[config.mk]
export PLATFORM = sky130hd
export DESIGN_NAME = aes_avalon_regfile
export DESIGN_NICKNAME = d
export VERILOG_FILES = /design/src/rtl/aes_regfile_pkg.sv /design/src/rtl/aes_regfile_byte_write.sv /design/src/rtl/aes_avalon_regfile.sv
export SDC_FILE = /design/constraint.sdc
export NUM_CORES = 1
export LEC_CHECK = 0
export BUFFER_PORTS_ARGS = -buffer_cell sky130_fd_sc_hd__buf_4
export CORE_MARGIN = 1.5
export CORE_UTILIZATION = 28
export DETAILED_ROUTE_END_ITERATION = 10
export GPL_ROUTABILITY_DRIVEN = 0
export SETUP_SLACK_MARGIN = 0.3
export SYNTH_ARGS = -nofsm -noshare
export SYNTH_HDL_FRONTEND = slang
export SYNTH_SLANG_ARGS = --single-unit
[constraint.sdc]
create_clock -name CLK -period 3.3 [get_ports CLK]
set_input_delay 0.165 -clock CLK [delete_from_list [all_inputs] [get_ports CLK]]
set_output_delay 0.165 -clock CLK [all_outputs]
set_load 0.02 [all_outputs]
[src/rtl/aes_regfile_pkg.sv]
// Shared constants and types for the AES Avalon-MM register file.
package aes_regfile_pkg;

  localparam logic [3:0] ADDR_KEY0     = 4'd0;
  localparam logic [3:0] ADDR_MSG_ENC0 = 4'd4;
  localparam logic [3:0] ADDR_MSG_DEC0 = 4'd8;
  localparam logic [3:0] ADDR_CTRL     = 4'd14;
  localparam logic [3:0] ADDR_STATUS   = 4'd15;

  localparam int CTRL_START = 0;
  localparam int STAT_DONE  = 0;
  localparam int STAT_BUSY  = 1;

  typedef enum logic [1:0] {
    IDLE   = 2'd0,
    RUN    = 2'd1,
    FINISH = 2'd2
  } ctrl_state_t;

  // Byte-granular merge of a bus write into an existing word.
  function automatic logic [31:0] byte_merge(input logic [31:0] cur,
                                             input logic [31:0] wdata,
                                             input logic [3:0]  be);
    logic [31:0] res;
    res = cur;
    for (int b = 0; b < 4; b++) begin
      if (be[b]) begin
        res[8*b +: 8] = wdata[8*b +: 8];
      end else begin
        res[8*b +: 8] = cur[8*b +: 8];
      end
    end
    return res;
  endfunction

endpackage

[src/rtl/aes_regfile_byte_write.sv]
// Byte-enable masked write of one bus word into a register's next value.
module aes_regfile_byte_write
  import aes_regfile_pkg::*;
(
  input  logic [31:0] cur_i,
  input  logic [31:0] wdata_i,
  input  logic [3:0]  be_i,
  input  logic        en_i,
  output logic [31:0] nxt_o
);

  always_comb begin
    if (en_i) begin
      nxt_o = byte_merge(cur_i, wdata_i, be_i);
    end else begin
      nxt_o = cur_i;
    end
  end

endmodule

[src/rtl/aes_avalon_regfile.sv]
// Avalon-MM register file feeding the AES decryption core with key/ciphertext.
// Optional interrupt output enabled by defining AES_REGFILE_IRQ_EN.
module aes_avalon_regfile
  import aes_regfile_pkg::*;
#(
  parameter int NREGS = 16,
  parameter int DW    = 32
) (
  input  logic                     CLK,
  input  logic                     RESET,
  input  logic                     AVL_CS,
  input  logic                     AVL_READ,
  input  logic                     AVL_WRITE,
  input  logic [$clog2(NREGS)-1:0] AVL_ADDR,
  input  logic [DW/8-1:0]          AVL_BYTE_EN,
  input  logic [DW-1:0]            AVL_WRITEDATA,
  output logic [DW-1:0]            AVL_READDATA,
  output logic [DW-1:0]            EXPORT_DATA,
  output logic [127:0]             AES_KEY,
  output logic [127:0]             AES_MSG_ENC,
  output logic                     AES_START,
  input  logic                     AES_DONE,
  input  logic [127:0]             AES_MSG_DEC
`ifdef AES_REGFILE_IRQ_EN
  ,output logic                    AES_IRQ
`endif
);

  logic [DW-1:0] op_q [0:7];
  logic [DW-1:0] op_d [0:7];
  logic [127:0]  dec_q, dec_d;
  logic [DW-1:0] ctrl_q, ctrl_d, ctrl_nxt_s;
  logic          done_q, done_d;
  logic          aes_start_q, aes_start_d;
  logic [DW-1:0] rdata_q, rdata_d, rd_word_s;
  ctrl_state_t   state_q, state_d;

  logic wr_s, rd_s, idle_s, busy_s;
  logic ctrl_wr_s, start_be_s, start_set_s, start_clr_s, done_set_s;

  assign wr_s        = AVL_CS & AVL_WRITE;
  assign rd_s        = AVL_CS & AVL_READ;
  assign idle_s      = (state_q == IDLE);
  assign busy_s      = (state_q == RUN);
  assign ctrl_wr_s   = wr_s & (AVL_ADDR == ADDR_CTRL);
  assign start_be_s  = ctrl_wr_s & AVL_BYTE_EN[0];
  assign start_set_s = start_be_s & AVL_WRITEDATA[CTRL_START];
  assign start_clr_s = start_be_s & ~AVL_WRITEDATA[CTRL_START];

  // Operands are frozen outside IDLE so the core sees stable inputs for a whole run.
  for (genvar i = 0; i < 8; i++) begin : g_op
    aes_regfile_byte_write u_bw (
      .cur_i   (op_q[i]),
      .wdata_i (AVL_WRITEDATA),
      .be_i    (AVL_BYTE_EN),
      .en_i    (wr_s & idle_s & (AVL_ADDR == (ADDR_KEY0 + 4'(i)))),
      .nxt_o   (op_d[i])
    );
  end

  aes_regfile_byte_write u_bw_ctrl (
    .cur_i   (ctrl_q),
    .wdata_i (AVL_WRITEDATA),
    .be_i    (AVL_BYTE_EN),
    .en_i    (ctrl_wr_s),
    .nxt_o   (ctrl_nxt_s)
  );

  always_comb begin
    ctrl_d = '0;
    ctrl_d[CTRL_START] = ctrl_nxt_s[CTRL_START];
  end

  always_comb begin
    state_d    = state_q;
    done_d     = done_q;
    dec_d      = dec_q;
    done_set_s = 1'b0;
    case (state_q)
      IDLE: begin
        if (start_set_s) begin
          state_d = RUN;
          done_d  = 1'b0;
        end else begin
          state_d = IDLE;
        end
      end
      RUN: begin
        // A software abort wins over a coincident completion.
        if (start_clr_s) begin
          state_d = IDLE;
        end else if (AES_DONE) begin
          state_d    = FINISH;
          done_d     = 1'b1;
          dec_d      = AES_MSG_DEC;
          done_set_s = 1'b1;
        end else begin
          state_d = RUN;
        end
      end
      FINISH: begin
        if (start_clr_s) begin
          state_d = IDLE;
        end else begin
          state_d = FINISH;
        end
      end
      default: begin
        state_d = IDLE;
      end
    endcase
    aes_start_d = (state_d != IDLE);
  end

  always_comb begin
    rd_word_s = '0;
    case (AVL_ADDR)
      4'd0, 4'd1, 4'd2, 4'd3, 4'd4, 4'd5, 4'd6, 4'd7: rd_word_s = op_q[AVL_ADDR[2:0]];
      ADDR_MSG_DEC0:        rd_word_s = dec_q[127:96];
      ADDR_MSG_DEC0 + 4'd1: rd_word_s = dec_q[95:64];
      ADDR_MSG_DEC0 + 4'd2: rd_word_s = dec_q[63:32];
      ADDR_MSG_DEC0 + 4'd3: rd_word_s = dec_q[31:0];
      ADDR_CTRL:            rd_word_s = ctrl_q;
      ADDR_STATUS: begin
        rd_word_s[STAT_DONE] = done_q;
        rd_word_s[STAT_BUSY] = busy_s;
      end
      default:              rd_word_s = '0;
    endcase
    if (rd_s) begin
      rdata_d = rd_word_s;
    end else begin
      rdata_d = rdata_q;
    end
  end

  always_ff @(posedge CLK) begin
    if (RESET) begin
      for (int k = 0; k < 8; k++) begin
        op_q[k] <= '0;
      end
      dec_q       <= '0;
      ctrl_q      <= '0;
      done_q      <= 1'b0;
      aes_start_q <= 1'b0;
      rdata_q     <= '0;
      state_q     <= IDLE;
    end else begin
      for (int k = 0; k < 8; k++) begin
        op_q[k] <= op_d[k];
      end
      dec_q       <= dec_d;
      ctrl_q      <= ctrl_d;
      done_q      <= done_d;
      aes_start_q <= aes_start_d;
      rdata_q     <= rdata_d;
      state_q     <= state_d;
    end
  end

  assign AVL_READDATA = rdata_q;
  assign AES_START    = aes_start_q;
  assign AES_KEY      = {op_q[0], op_q[1], op_q[2], op_q[3]};
  assign AES_MSG_ENC  = {op_q[4], op_q[5], op_q[6], op_q[7]};
  assign EXPORT_DATA  = {op_q[0][31:16], op_q[3][15:0]};

`ifdef AES_REGFILE_IRQ_EN
  logic irq_q, irq_d;
  logic irq_ack_s;

  assign irq_ack_s = wr_s & (AVL_ADDR == ADDR_STATUS) & AVL_BYTE_EN[0] &
                     AVL_WRITEDATA[STAT_DONE];

  // Setting on completion takes priority over any acknowledge in the same cycle.
  always_comb begin
    if (done_set_s) begin
      irq_d = 1'b1;
    end else if (irq_ack_s | start_set_s) begin
      irq_d = 1'b0;
    end else begin
      irq_d = irq_q;
    end
  end

  always_ff @(posedge CLK) begin
    if (RESET) begin
      irq_q <= 1'b0;
    end else begin
      irq_q <= irq_d;
    end
  end

  assign AES_IRQ = irq_q;
`endif

endmodule

==> results of run 1 <==
worst max-delay path by stage:
stage                                  to  slack [ps]  cells past startpoint
after floorplan                op_q[6][0]        1700                      7
after global placement    AVL_READDATA[8]         850                      5
after detailed placement  AVL_READDATA[8]         860                      5
after CTS                      op_q[2][9]         550                      6
after global routing           op_q[5][8]         450                      6
final                          op_q[5][8]         560                      6
power breakdown:
group	internal [W]	total, W	switching (W)
Clock	0.00349	0.00574	0.00226
Sequential	0.00510	0.00512	0.0000152
Combinational	0.000400	0.000877	0.000477
cell families after synthesis:
family	synth area share, %
AND/OR/NAND/NOR	15.6
flip-flops	45.2
AO/OA/AOI/OAI	8.32
multiplexers	24.9
buffers and inverters	5.90
sequential cells by signal, summed over array words and instances (netlist names):
signal / flops
state_q: 2
ctrl_q: 1
op_q: 256
done_q: 1
AES_START: 1
dec_q: 128
AVL_READDATA: 32
per-layer routing:
layer | vias up | track usage (%) | share of wire (%)
met2 | 568 | 32.4 | 46
met4 | 10 | 5.94 | 2.7
li1 | 7626 | - | -
met1 | 8013 | 26.7 | 44
met5 | - | 0 | 0.11
met3 | 127 | 4.54 | 6.8
area by class of cell:
| cell class | count | area (um^2) |
|---|---|---|
| timing repair buffer | 692 | 5750 |
| clock inverter | 20 | 243 |
| inverter | 3 | 11.3 |
| clock buffer | 71 | 1470 |
| fill | 6354 | 39700 |
| tap | 864 | 1080 |
| sequential | 421 | 8430 |
| multi-input combinational | 1259 | 9140 |
| antenna | 4 | 10.0 |
metrics by stage:
stage                     cell area [um^2]  util, %  worst slack [ps]  hold slack [ps]
after floorplan                      18600        -              1700              282
after global placement               22700     34.5               851              384
after detailed placement             22700     34.5               857              388
after CTS                            26100     39.7               552             91.8
after global routing                 26100     39.7               453              145
final                                26100     39.7               565              146
Yosys cell counts (3+ instances only):
library cell | number | share of area (%)
dfxtp_1 | 421 | 45
mux2i_1 | 316 | 17
nand2_1 | 293 | 5.9
nor2_1 | 262 | 5.3
a21oi_1 | 158 | 4.2
clkbuf_1 | 91 | 1.8
mux4_2 | 65 | 7.9
buf_4 | 54 | 2.2
buf_2 | 41 | 1.1
o21ai_0 | 34 | 0.91
nand4_4 | 30 | 3.4
o22ai_1 | 30 | 1.0
a221oi_1 | 29 | 1.4
buf_6 | 7 | 0.42
a31oi_1 | 5 | 0.17
a32oi_1 | 3 | 0.14
buf_8 | 3 | 0.24
inv_1 | 3 | 0.060
nand3_1 | 3 | 0.081
nand3b_1 | 3 | 0.12
nor2b_1 | 3 | 0.10
critical path, delay by kind of cell, from the launching register on:
family,cells,cell delay (ps)
mux,1,260
buf+inv,2,880
flops,1,370
simple gates,3,1070
==> impl_results.md, run 1 <==
* Main synth FF type: dfxtp_1
* First-pass GRT wire length at 103000 um
* Vias at 16300
* Headroom to the max-slew limit at 26.6%
* CTS tree: done
* Startpoint Class: flop
* Sequential element share of the synthesized area at 45.2%
* Hold path endpoint: AVL_READDATA[0]
* Period Utilization, post-route at 82.9%
* Clock slew at reported path FFs at 60 ps
* Total GRT Usage at 20.1%
* Setup tns final at 0 ps
* Crit path max fanout at 16
* Initial antenna violation count at 8
* Nets at 2600
* Worst r2r src: state_q[1]
* Hold path depth at 3
* GR Overflow Total at 0
* Top-Level Pins at 495
* Worst reg-to-reg setup slack at 560 ps
* Arr. time, crit path at 3210 ps
* Tightest Hold Check Type: primary input to flop
* Most common cell after layout, fill and taps aside: buf_4
* Crit-path slowest cell: and4bb_4
* DRT Wirelength at 71600 um
* Antenna Nets Post-Route at 0
* FFs w/ async S/R, synth at 0%
* Die area at 68100 um^2
* Seq cells post-synth at 421
* Share of layout cells above drive strength 1 at 28.9%
* # hold bufs at CTS at 171
* Fmax at 0.366 GHz
* Via-to-Cell Ratio at 4.90
* Status: finished, final reports clean
* Die Height at 261 um
* Required @ worst endpoint at 3770 ps
* HPWL Detailed at 49900 um
* Synth warnings at 0
* Clk_lat worst skew at 590 ps
* R2R cell count at 6
* Vias in the first global route at 16100
* First-pass DRT Iterations at 5
* Number of hold violations in the final report at 0
* Htree depth at 2
* Die span in x at 261 um
* Design Power at 0.0117 W
* Row Count at 94
* Port-buffer cells at 494
* Hold Crit Start: AVL_ADDR[0]
* Largest net degree at the start of global routing at 182
* Worst slew pin tran at 1100 ps
* Post-Layout Cell Count at 3334
* Synth Instances at 1882
* Max incr delay on CP at 720 ps
* CTS Sinks at 421
* CTS max path bufs at 3
* Initial DRC count at 1063
* Synth Net Count at 2056
* Area growth from synthesis to layout at 40.3%
* Post-CTS Resized at 0
* Maxcap violations at 0
* Initial Util at 28.3%
* Reg2reg end: op_q[5][8]
* Cell Area, Synth at 18600 um^2
* Cell variety after synth at 44
* Post-CTS setup buffers at 0
* Clk Tree Root Cell: clkbuf_16
* Number of buffers created by CTS at 49
* Peak VDD IR at 0.000333 V
* EDFF count, synth at 0
* Unrepaired setup endpoints after global routing: false
* Core footprint at 65900 um^2
* Endpoint class of the critical path: flop
* Clock skew at 23.2 ps
* Setup violation total in the final timing report at 0
* Most frequent cells in the layout: buf_4 (509), dfxtp_1 (421), mux2i_1 (316)
* Avg Inst Size Synth at 9.90 um^2
* Tmin final at 2740 ps
* Max Slew Vio Count at 0
* Critical Path, Cell by Cell: and4bb_4, buf_4, nand4_4, mux2i_1, nor2_1, dlygate4sd3_1
* PD cells at 449 nW/um^2
* Cell count after placement at 3068
* Setup crit start: state_q[1]
* Leak at 12.0 nW
* DRC viols at 0
* Critical path class: flop to flop
* Routed len/inst at 21.5 um
(Power assumes the default switching activity.)
==> run 2: changes to the inputs <==
--- a/config.mk
+++ b/config.mk
@@ -5,6 +5,7 @@
 export SDC_FILE = /design/constraint.sdc
 export NUM_CORES = 1
 export LEC_CHECK = 0
+export ABC_AREA = 1
 export BUFFER_PORTS_ARGS = -buffer_cell sky130_fd_sc_hd__buf_4
 export CORE_MARGIN = 1.5
 export CORE_UTILIZATION = 28
==> constraint.sdc (replaced) <==
create_clock -name CLK -period 2.85 [get_ports CLK]
set_input_delay 0.1425 -clock CLK [delete_from_list [all_inputs] [get_ports CLK]]
set_output_delay 0.1425 -clock CLK [all_outputs]
set_load 0.02 [all_outputs]
==> run 2 against run 1 <==
  * Via count up 17%
  * Combinational power up 46%
  * Largest cell class is now sequential cells
  * Sequential share of layout area increased by 0.71 points
  * Clock power increased by 13%
  * Sequential power increased by 17%
  * Highest routed layer unchanged
  * Worst hold slack got worse by 92 ps
  * Design area shrank 2.2%
  * Die area down 3.0%
  * Clock-buffer cell count grew 1
  * Flip-flop and latch count unchanged
==> impl_results.md, run 2 <==
* Clk Tree Root Cell: clkbuf_16
* Clk_lat worst skew at 590 ps
* Post-CTS setup buffers at 0
* Total GRT Usage at 23.3%
* Setup tns final at 0 ps
* Synth area leader: dfxtp_1
* Headroom to the max-slew limit at 37.8%
* Leak at 10.7 nW
* CTS max path bufs at 3
* Synth area leaders: dfxtp_1 (47%), nand2_1 (9.7%), o21ai_0 (9.3%), a21oi_1 (9.1%), nor2_1 (8.0%)
* PD cells at 536 nW/um^2
* Max incr delay on CP at 510 ps
* Avg Inst Size Synth at 7.01 um^2
* Fmax at 0.429 GHz
* Most common cell after layout, fill and taps aside: buf_4
* Arr. time, crit path at 2770 ps
* Die area at 66100 um^2
* Hold path endpoint: op_q[5][30]
* Required @ worst endpoint at 3290 ps
* Critical path class: flop to flop
* Max FFs per register at 256
* Htree depth at 2
* Cell Area, Synth at 18100 um^2
* Top Family by Delay on Critical Path: simple AND/OR/NAND/NOR gates
* Pre-CTS WS at 563 ps
* Final worst slack at 520 ps
* Sequential element share of the synthesized area at 46.6%
* Synth warnings at 0
* Post-Layout Cell Count at 4017
* Area growth from synthesis to layout at 41.5%
* Synth Instances at 2577
* Tmin final at 2330 ps
* Critical Path, Cell by Cell: nor2_2, inv_2, nor2_8, inv_4, nor3_2, nand2_1, o21ai_0, a21oi_1
* HPWL Detailed at 57800 um
* Die span in x at 257 um
* Peak VDD IR at 0.000455 V
* Reg2reg end: op_q[6][20]
* Worst path bufs/invs at 2
* Sequential Power Share at 43.6%
* Unrepaired setup endpoints after global routing: false
* Number of buffers created by CTS at 49
* Clock skew at 28.2 ps
* Vias at 19100
* Status: finished, final reports clean
* P_sw at 0.00342 W
* Period Utilization, post-route at 81.8%
* Hold path depth at 4
* Cell Int Power at 0.0103 W
* Cell variety after synth at 27
* Routed len/inst at 19.8 um
* Core footprint at 63400 um^2
* Vias in the first global route at 17700
* Sw frac at 25.0%
* Gate power share at 9.3%
* Cell count after placement at 3758
* FFs w/ async S/R, synth at 0%
* Worst reg-to-reg setup slack at 520 ps
* Initial Util at 28.5%
* Clock slew at reported path FFs at 60 ps
* Largest Register: op_q
* Antenna Nets Post-Route at 0
* Hold Crit Start: RESET
* CTS Sinks at 421
* Synth top area share at 46.6%
* Initial DRC count at 1497
* GR Overflow Total at 0
* Initial antenna violation count at 5
* Max Slew Vio Count at 0
* Met1 Routed Length at 36600 um
* Routed wl met3 at 6840 um
* R2R cell count at 8
* Maxcap violations at 0
* Tightest Hold Check Type: primary input to flop
* Crit-path slowest cell: nand2_1
* Setup crit start: state_q[0]
* Most frequent cells in the layout: buf_4 (523), nand2_1 (465), dfxtp_1 (421)
* Synth Net Count at 2751
* EDFF count, synth at 0
* Fillers at 6651
* Synth cell count leaders: nand2_1 (469), dfxtp_1 (421), nor2_1 (386)
* Area of the multi-input gates at 7750 um^2
* Nets at 3308
* First-pass DRT Iterations at 5
* Clock power frac at 47.1%
* DRC viols at 0
* Met2 routed WL at 34400 um
* Port-buffer cells at 494
* First-pass GRT wire length at 116000 um
* Number of hold violations in the final report at 0
* Seq. cell area at 8430 um^2
* Top-Level Pins at 495
* Via-to-Cell Ratio at 4.75
* Row Count at 92
* Endpoint class of the critical path: flop
* Share of layout cells above drive strength 1 at 20.3%
* CTS tree: done
* Largest net degree at the start of global routing at 89
* Top Metal Used: met5
* Worst slew pin tran at 931 ps
* Crit path max fanout at 16
* DRT Wirelength at 79700 um
* Hold_ws at 53.8 ps
* Worst r2r src: state_q[0]
* Main synth FF type: dfxtp_1
* Setup violation total in the final timing report at 0
* Die Height at 257 um
* Count leader, synth: nand2_1
* Startpoint Class: flop
* Seq cells post-synth at 421
[run 2: cell count changes after synthesis, sizes merged, moves of 29 or more]
cell / previous run / this run
nand3: 5 / 82
a21oi: 158 / 329
a221oi: 29 / 0
nand2: 293 / 481
inv: 3 / 250
o21ai: 34 / 372
mux2i: 316 / 0
nor2: 264 / 391
mux4: 65 / 0
[run 2: timing repair]
action | in CTS | in global routing
setup endpoints to repair | 0 | 1
gates resized for setup | 0 | 1
hold endpoints to repair | 387 | 0
hold buffers | 171 | 0
[run 2: cells by family (layout without fill, tap and decap cells)]
| kind of cell | count (synthesis) | after routing | synth area share [%] |
|---|---|---|---|
| AND/OR/NAND/NOR | 1004 | 1004 | 23.0 |
| AO/OA/AOI/OAI | 706 | 706 | 19.6 |
| buffers and inverters | 446 | 1039 | 10.8 |
| flip-flops | 421 | 421 | 46.6 |
| other | 0 | 1 | 0 |
[run 2: through the flow]
stage	cell area (um^2)	total power (W)	utilization (%)
finish	25600	0.0137	40.3
global route	25600	0.0142	40.3
CTS	25600	0.0138	40.3
detailed placement	22200	0.00718	35.0
global placement	22200	0.00718	35.0
floorplan	18100	0.00660	-
[run 2: tightest hold or removal path: cells and delay by family]
family                 cells  cell delay [ps]
buffers and inverters      2              260
AOI/OAI and AO/OA          2              170
[run 2: worst max-delay path by stage]
stage	depth (start not counted)	slack (ps)	to
2_1_floorplan	9	1230	op_q[2][13]
3_5_place_dp	9	560	op_q[0][12]
6_report	8	520	op_q[6][20]
5_1_grt	8	310	op_q[6][0]
3_3_place_gp	11	580	AVL_READDATA[12]
4_1_cts	9	530	op_q[4][18]
[run 2: power groups by stage]
stage / Sequential (W) / Combinational, W / Clock, W
after detailed placement: 0.00610 / 0.00108 / 0
after global placement: 0.00610 / 0.00108 / 0
after floorplan: 0.00613 / 0.000475 / 0
final: 0.00597 / 0.00128 / 0.00646
after CTS: 0.00597 / 0.00127 / 0.00658
after global routing: 0.00597 / 0.00139 / 0.00681
[run 2: layer usage]
layer | vias to the layer above | track usage (%)
li1 | 9410 | -
met1 | 8808 | 32.8
met2 | 734 | 35.3
met3 | 106 | 5.53
met4 | 4 | 6.01
met5 | - | 0
[run 2: final cells by class]
class	count	share of cell area, %
diodes	1	0.00979
well taps	846	4.14
multi-input cells	1710	30.3
flip-flops and latches	421	33.0
clock inverters	15	0.651
inverters	253	3.77
repair buffers	699	22.4
clock buffers	72	5.73
==> run 3: changes to the inputs <==
==> constraint.sdc (replaced) <==
create_clock -name CLK -period 1.9 [get_ports CLK]
set_input_delay 0.095 -clock CLK [delete_from_list [all_inputs] [get_ports CLK]]
set_output_delay 0.095 -clock CLK [all_outputs]
set_load 0.02 [all_outputs]
==> run 3 against run 2 <==
  * First-iteration DRC count shrank 11%
  * Worst setup slack lost 210 ps
  * Clock power grew 48%
  * Register-to-register slack lost 210 ps
  * Critical path depth grew 1
  * Wire length grew 0.40%
  * Non-clock buffer count grew 72
  * Critical endpoint is now op_q[3][0]
  * Critical path type unchanged
==> impl_results.md, run 3 (synthesized netlist as in run 2, its figures left out) <==
* Pre-CTS WS at -75.3 ps
* Tmin final at 1590 ps
* Top-Level Pins at 495
* Core footprint at 63400 um^2
* Endpoint class of the critical path: flop
* Die area at 66100 um^2
* Period Utilization, post-route at 83.9%
* First-pass GRT wire length at 114000 um
* Leak at 11.2 nW
* Nets at 3381
* Antenna Nets Post-Route at 0
* Startpoint Class: flop
* Max Slew Vio Count at 0
* Most common cell after layout, fill and taps aside: buf_4
* Critical path class: flop to flop
* Row Count at 92
* Number of hold violations in the final report at 0
* Clk_lat worst skew at 590 ps
* Final worst slack at 305 ps
* Peak VDD IR at 0.000644 V
* DRC viols at 0
* Required @ worst endpoint at 2360 ps
* Max FFs per register at 256
* Routed len/inst at 19.6 um
* Vias at 19300
* CTS max path bufs at 3
* Unrepaired setup endpoints after global routing: true
* Initial DRC count at 1332
* Largest Register: op_q
* Clock slew at reported path FFs at 60 ps
* Maxcap violations at 0
* Tightest Hold Check Type: primary input to flop
* Total GRT Usage at 22.7%
* PD cells at 768 nW/um^2
* First-pass DRT Iterations at 5
* Status: finished, final reports clean
* Setup violation total in the final timing report at 0
* Number of buffers created by CTS at 48
* Setup tns final at 0 ps
* HPWL Detailed at 57300 um
* Hold Crit Start: AVL_ADDR[0]
* Htree depth at 2
* Clk Tree Root Cell: clkbuf_16
* Arr. time, crit path at 2050 ps
* Fillers at 6528
* Worst r2r src: state_q[0]
* Vias in the first global route at 17900
* Worst reg-to-reg setup slack at 310 ps
* GR Overflow Total at 0
* CTS Sinks at 421
* Clock skew at 28.0 ps
* Initial Util at 28.5%
* Die span in x at 257 um
* Hold path depth at 6
* CTS tree: done
* Share of layout cells above drive strength 1 at 23.6%
* Reg2reg end: op_q[3][0]
* Worst slew pin tran at 706 ps
* Hold_ws at 104 ps
* Area growth from synthesis to layout at 48.0%
* Fmax at 0.627 GHz
* Crit path max fanout at 15
* Via-to-Cell Ratio at 4.72
* Initial antenna violation count at 5
* Largest net degree at the start of global routing at 85
* R2R cell count at 9
* DRT Wirelength at 80000 um
* Hold path endpoint: state_q[0]
* Port-buffer cells at 494
* Die Height at 257 um
* Design Power at 0.0205 W
* Headroom to the max-slew limit at 52.9%
* Most frequent cells in the layout: buf_4 (556), nand2_1 (453), dfxtp_1 (419)
* Final core utilization at 42.2%
-- run 3: cell types whose count changed in the layout (fill, tap and decap cells not counted), moves of 4 or more --
cell / change
nand2_8: +7
buf_4: +33
clkinv_2: -4
buf_2: +4
clkbuf_1: +4
o21ai_0: -154
o21ai_1: +123
nand2_4: +4
nand2_1: -12
o21ai_2: +31
buf_6: +16
buf_12: +16
-- run 3: area by class of cell --
cell class	count	area, um^2	area share [%]
flip-flops and latches	421	8430	31.5
multi-input cells	1712	8050	30.1
repair buffers	771	6610	24.7
clock buffers	75	1460	5.44
well taps	846	1060	3.96
inverters	253	982	3.67
clock inverters	10	146	0.547
diodes	2	5.00	0.0187
-- run 3: how the worst max path moves through the flow --
stage,start,to,cells past startpoint
5_1_grt,state_q[0],op_q[3][0],9
3_5_place_dp,AVL_ADDR[2],AVL_READDATA[15],11
2_1_floorplan,state_q[0],op_q[2][13],9
4_1_cts,state_q[0],op_q[0][0],9
6_report,state_q[0],op_q[3][0],9
3_3_place_gp,AVL_ADDR[2],AVL_READDATA[15],11
-- run 3: what timing repair did --
item	in CTS	in global routing
buffers inserted	4	4
pin swaps	0	1
hold buffers	168	0
endpoints found under the hold margin	392	0
endpoints found under the setup margin	161	355
gates resized for setup	42	215
gates cloned	0	9
-- run 3: through the flow --
step | cells | instance area (um^2)
4_1_cts | 4075 | 26300
2_1_floorplan | 2577 | 18100
3_3_place_gp | 3818 | 22900
5_1_grt | 4089 | 26700
3_5_place_dp | 3818 | 22900
6_report | 4090 | 26700
-- run 3: critical path: stages (launching register included) --
cell	delay, ps
dfxtp_2	330
nor2_4	110
inv_2	70
nor2_8	130
inv_6	70
nor3_4	150
buf_6	160
nand2_2	180
o21ai_0	210
a21oi_1	50
-- run 3: metal layers --
metal	global-route usage [%]	wire [um]	vias up
met5	0	31	-
met4	6.26	2130	6
met3	6.53	7230	126
met2	36.0	35800	680
met1	30.0	34900	8931
li1	-	-	9574
-- run 3: report_power, final --
| part | internal (W) | total [W] | switching (W) |
|---|---|---|---|
| clock network | 0.00565 | 0.00954 | 0.00389 |
| registers | 0.00890 | 0.00894 | 0.0000451 |
| logic | 0.000877 | 0.00205 | 0.00117 |
| total | 0.0154 | 0.0205 | 0.00510 |
